### src/rtl/sprite_scheduler.sv
// Per-frame sprite sequencer: double-buffered descriptor table that walks
// valid slots in ascending order and drives one sprite_render pass per slot.
module sprite_scheduler #(
  parameter int CORDW     = 10,
  parameter int N_SPRITES = 16,
  parameter int SPR_IDW   = 4,
  parameter int TIMEOUT   = 70000
) (
  input  logic                           clk,
  input  logic                           rst,
  input  logic                           frame_start,
  input  logic                           wr_en,
  input  logic [$clog2(N_SPRITES)-1:0]   wr_slot,
  input  logic [SPR_IDW+8+2*CORDW:0]     wr_data,
  output logic                           r_rst,
  output logic                           r_enable,
  input  logic                           r_finished,
  output logic [CORDW-1:0]               r_sx,
  output logic [CORDW-1:0]               r_sy,
  output logic [7:0]                     r_scale,
  output logic [SPR_IDW-1:0]             r_id,
  output logic                           busy,
  output logic                           frame_done,
  output logic                           overrun,
  output logic                           timeout_err
);

  localparam int SW = $clog2(N_SPRITES);
  localparam int DW = SPR_IDW + 8 + 2*CORDW;
  localparam int WW = $clog2(TIMEOUT + 1);

  typedef enum logic [2:0] {
    IDLE, SCAN, SETUP, RUN, DONE
  } state_t;

  state_t state, state_n;

  logic [SW-1:0]        slot;
  logic [WW-1:0]        wdog;
  logic [N_SPRITES-1:0] sh_vld, act_vld;
  logic [DW-1:0]        sh_data  [N_SPRITES];
  logic [DW-1:0]        act_data [N_SPRITES];

  logic [DW-1:0]      cur;
  logic [7:0]         cur_scale;
  logic [SPR_IDW-1:0] cur_id;
  logic               hit, last, wd_exp, accept;

  assign cur       = act_data[slot];
  assign cur_scale = cur[2*CORDW +: 8];
  assign cur_id    = cur[2*CORDW+8 +: SPR_IDW];
  assign hit       = act_vld[slot] && (cur_scale != 8'd0);
  assign last      = (slot == SW'(N_SPRITES-1));
  assign wd_exp    = (wdog == WW'(TIMEOUT-1));
  assign accept    = (state == IDLE) && frame_start;
  assign busy      = (state != IDLE);

  always_comb begin
    state_n    = state;
    r_rst      = 1'b0;
    r_enable   = 1'b0;
    frame_done = 1'b0;
    unique case (state)
      IDLE: if (frame_start) state_n = SCAN;
      SCAN: begin
        if (hit)       state_n = SETUP;
        else if (last) state_n = DONE;
      end
      SETUP: begin
        r_rst   = 1'b1;
        state_n = RUN;
      end
      RUN: begin
        r_enable = 1'b1;
        if (r_finished || wd_exp)
          state_n = last ? DONE : SCAN;
      end
      DONE: begin
        frame_done = 1'b1;
        state_n    = IDLE;
      end
      default: state_n = IDLE;
    endcase
  end

  // Descriptor payloads carry no reset; the valid vectors gate them.
  always_ff @(posedge clk) begin
    if (wr_en) sh_data[wr_slot] <= wr_data[DW-1:0];
    if (accept) act_data <= sh_data;
  end

  always_ff @(posedge clk) begin
    if (rst) begin
      state       <= IDLE;
      slot        <= '0;
      wdog        <= '0;
      sh_vld      <= '0;
      act_vld     <= '0;
      r_sx        <= '0;
      r_sy        <= '0;
      r_scale     <= '0;
      r_id        <= '0;
      overrun     <= 1'b0;
      timeout_err <= 1'b0;
    end else begin
      state       <= state_n;
      overrun     <= frame_start && (state != IDLE);
      timeout_err <= (state == RUN) && !r_finished && wd_exp;
      if (wr_en) sh_vld[wr_slot] <= wr_data[DW];
      unique case (state)
        IDLE: if (frame_start) begin
          act_vld <= sh_vld;
          slot    <= '0;
        end
        SCAN: begin
          if (hit) begin
            r_sx    <= cur[0 +: CORDW];
            r_sy    <= cur[CORDW +: CORDW];
            r_scale <= cur_scale;
            r_id    <= cur_id;
          end else if (!last) begin
            slot <= slot + SW'(1);
          end
        end
        SETUP: wdog <= '0;
        RUN: begin
          wdog <= wdog + WW'(1);
          if ((r_finished || wd_exp) && !last)
            slot <= slot + SW'(1);
        end
        DONE: slot <= '0;
        default: ;
      endcase
    end
  end

endmodule

### config.mk
export PLATFORM = sky130hd
export DESIGN_NAME = sprite_scheduler
export DESIGN_NICKNAME = d
export VERILOG_FILES = /design/src/rtl/sprite_scheduler.sv
export SDC_FILE = /design/constraint.sdc
export NUM_CORES = 1
export LEC_CHECK = 0
export ABC_AREA = 0
export BUFFER_PORTS_ARGS = -buffer_cell sky130_fd_sc_hd__buf_4
export CAP_MARGIN = 25
export CORE_ASPECT_RATIO = 1.25
export CORE_UTILIZATION = 55
export CTS_BUF_LIST = sky130_fd_sc_hd__clkbuf_2
export CTS_CLUSTER_SIZE = 20
export DETAILED_ROUTE_END_ITERATION = 7
export PLACE_DENSITY = 0.81
export SLEW_MARGIN = 20
export SYNTH_ARGS = -nofsm -noshare
export SYNTH_HDL_FRONTEND = slang
export SYNTH_SLANG_ARGS = --single-unit
### constraint.sdc
create_clock -name clk -period 27 [get_ports clk]
set_clock_uncertainty 0.15 [all_clocks]
set_input_delay 5.4 -clock clk [delete_from_list [all_inputs] [get_ports clk]]
set_output_delay 5.4 -clock clk [all_outputs]
set_load 0.03 [all_outputs]
==> flow_summary.toml <==
[clocking]
cts_root_buffer = "clkbuf_2"
cts_buffers = 229
postCtsSetupBuffers = 0
cts.repair.resized = 0
cts_max_level = 4
clkTransAtPathRegs_ns = 0.12
cts.path.max_buffers = 3
clkLatencyLatePin_ns = 1.45
cts_tree = "yes"
hold_buffers = 0
cts_sinks = 1114

[setup_path]
worstPathArrival_ns = 3.56
path_buf_inv = 2
crit_required_ns = 21.45
startpoint_type = "register"
regToRegStartpoint = "slot[0]"
critPathMaxFanout = 14
critPathKind = "register to output pin"
rr_endpoint = "r_sy[3]"
slowest_stage = "nor2b_1"
crit_chain = "nor2b_1 > nand2_1 > clkinv_1 > buf_4"
worst-r2r-cell-count = 9
cp-end-kind = "output pin"
slowest_delay_ns = 0.79
reg2reg_slack_ns = 22.75
cp_top_family = "simple AND/OR/NAND/NOR gates"

[pwr]
peakVddDrop_mv = 0.0335
cellLeakagePower_nw = 13.8
p_per_area_mw_per_mm2 = 71.1
p_total_w = 0.00303

[cells_and_area]
final_nets = 2035
utilization_pct = 61.3
fin_area_sq_mm = 0.0426
syn_to_final_growth_pct = 10.2
n_fill_cell = 4677
drive_above_1_share_pct = 29.4
stdcell_count = 3120

[synth]
syn-num-nets = 1758
synth_async_sr_flop_share_pct = 0
ys.flop_type = "edfxtp_1"
synth_seq_area_share_pct = 84.3
avgSynthCellArea_sq_um = 22.5
synth_cell_types = 57
yosys_warnings = 0
synth_edf_count = 1024
synth_seq_cells = 1114
syn_inst = 1714
synthTopCellsByArea = "edfxtp_1, mux4_2, dfxtp_1"
synth_common_cells = "edfxtp_1, mux4_2, dfxtp_1"
synth.most_common_cell = "edfxtp_1"
syn_area_sq_mm = 0.0386
yosys.area.top_type = "edfxtp_1"
synth_top_area_share_pct = 79.6

[placement]
port_buffers = 79
hpwl_mm = 38.5
place_congestion = 0.766
post-place-cells = 2693
place_area_sq_mm = 0.0404

[grt]
use_met1_pct = 26.3
grt_pass1_wl_mm = 108
grt_overflow = 0
use_met2_pct = 35.5
grt_busiest_layer = "met2"
antenna_found_initial = 3
met3_usage_pct = 5.49
grt_max_degree = 185
grt_pass1_vias = 18200
track_usage_pct = 21.1

[floorplan]
start_util_pct = 55.6
core_sq_mm = 0.0695
die_w_um = 239
die_h_um = 298
fp-row-count = 108
ioPinCount = 80
dieArea_sq_mm = 0.0713

[timing]
hold_viol = 0
finalCritPeriodShare_pct = 33.8
setup_viol = 0
max_slew.worst_pin.slew_ns = 1.04
tns_ns = 0
drv_slew = 0
rsz0062_at_grt = "no"
maxSlewHeadroom_pct = 30.6
timing.final.crit_period_ns = 9.11
fmax_ghz = 0.110

[routing]
dr.pass1.iters = 7
antenna_left = 0
drt_iter0_drc = 1618
routed_wire_length_per_instance_um = 23.7
vias = 17600
wl_mm = 73.8
via_per_inst = 5.65
drc = 0

[worst_hold_path]
min_to = "act_data[37]"
whs_path_depth = 0
min_path_type = "register to register"
hold_start = "sh_data[37]"

[flow_run]
cap_violations = 0

[run_status]
status = "finished clean"
[per-stage QoR]
stage	setup slack, ns	hold slack, ns
finish	17.89	0.203
global route	17.65	0.210
CTS	17.87	0.213
detailed placement	18.46	0.255
global placement	18.66	0.250
floorplan	6.17	0.250
[metal layers]
layer  wire length [um]  share of wire, %  vias up
li1                   -                 -     7679
met1              28100                38     9006
met2              38500                52      798
met3               5260               7.1      150
met4               1900               2.6        2
met5                 16             0.022        -
[cells in the final DEF, fill, tap and decap left out, types with 6 or more instances in the layout]
| cell | count |
|---|---|
| mux2_2 | 10 |
| edfxtp_1 | 1024 |
| nand2_1 | 75 |
| mux2i_1 | 47 |
| nor3_1 | 10 |
| nand2b_1 | 10 |
| o21ai_0 | 24 |
| nand3_1 | 12 |
| dfxtp_1 | 86 |
| a21oi_1 | 41 |
| nor2_1 | 68 |
| mux4_2 | 135 |
| nor2_4 | 12 |
| clkinv_1 | 71 |
| mux4_1 | 17 |
| clkinv_2 | 14 |
| buf_4 | 101 |
| clkbuf_2 | 323 |
| o22ai_1 | 6 |
[flip-flops by register name, summed over array words and instances, names as in the netlist]
signal and count:
slot 4, act_vld 16, overrun 1, timeout_err 1, state 3, wdog 17
r_sy 10, sh_vld 16, sh_data 512, r_id 4, act_data 512, r_sx 10
r_scale 8
[worst reg2reg max path: stages (launching register included)]
cell and delay, ns:
dfxtp_4 0.79, buf_4 0.83, mux4_2 0.61, mux2i_1 0.36, nand4b_1 0.17, nor4_2 0.36
a2111oi_2 0.11, buf_4 0.36, mux2i_1 0.30, nor2_1 0.06
[how the worst max path moves through the flow]
stage                     start       endpoint  cells past startpoint  slack, ns
floorplan           frame_start    act_data[0]                      3       6.17
CTS                    state[1]       r_enable                      4      17.87
finish                 state[1]       r_enable                      4      17.89
detailed placement  frame_start   act_data[94]                      4      18.46
global route           state[1]       r_enable                      4      17.65
global placement    frame_start  act_data[286]                      4      18.66
[where the power goes]
part	switching, W	internal (W)	leakage [nW]
registers	0.0000179	0.00194	10.2
clock network	0.000606	0.000356	1.57
logic	0.0000701	0.0000411	2.04
[area by class of cell]
cell class / count / area, sq um / area share (%)
antenna: 5 / 12.5 / 0.0294
inverter: 7 / 35.0 / 0.0823
sequential: 1114 / 32600 / 76.5
multi-input combinational: 531 / 5820 / 13.7
clock inverter: 97 / 484 / 1.14
timing repair buffer: 108 / 887 / 2.08
tap: 935 / 1170 / 2.75
clock buffer: 323 / 1620 / 3.80
[kinds of logic after synthesis]
family                     synth area share (%)
AOI/OAI and AO/OA                          1.55
adders and majority gates                0.0648
buffers and inverters                     0.997
DFF                                        84.3
muxes                                      10.5
and+or+nand+nor                            2.60
(Power assumes the default switching activity.)
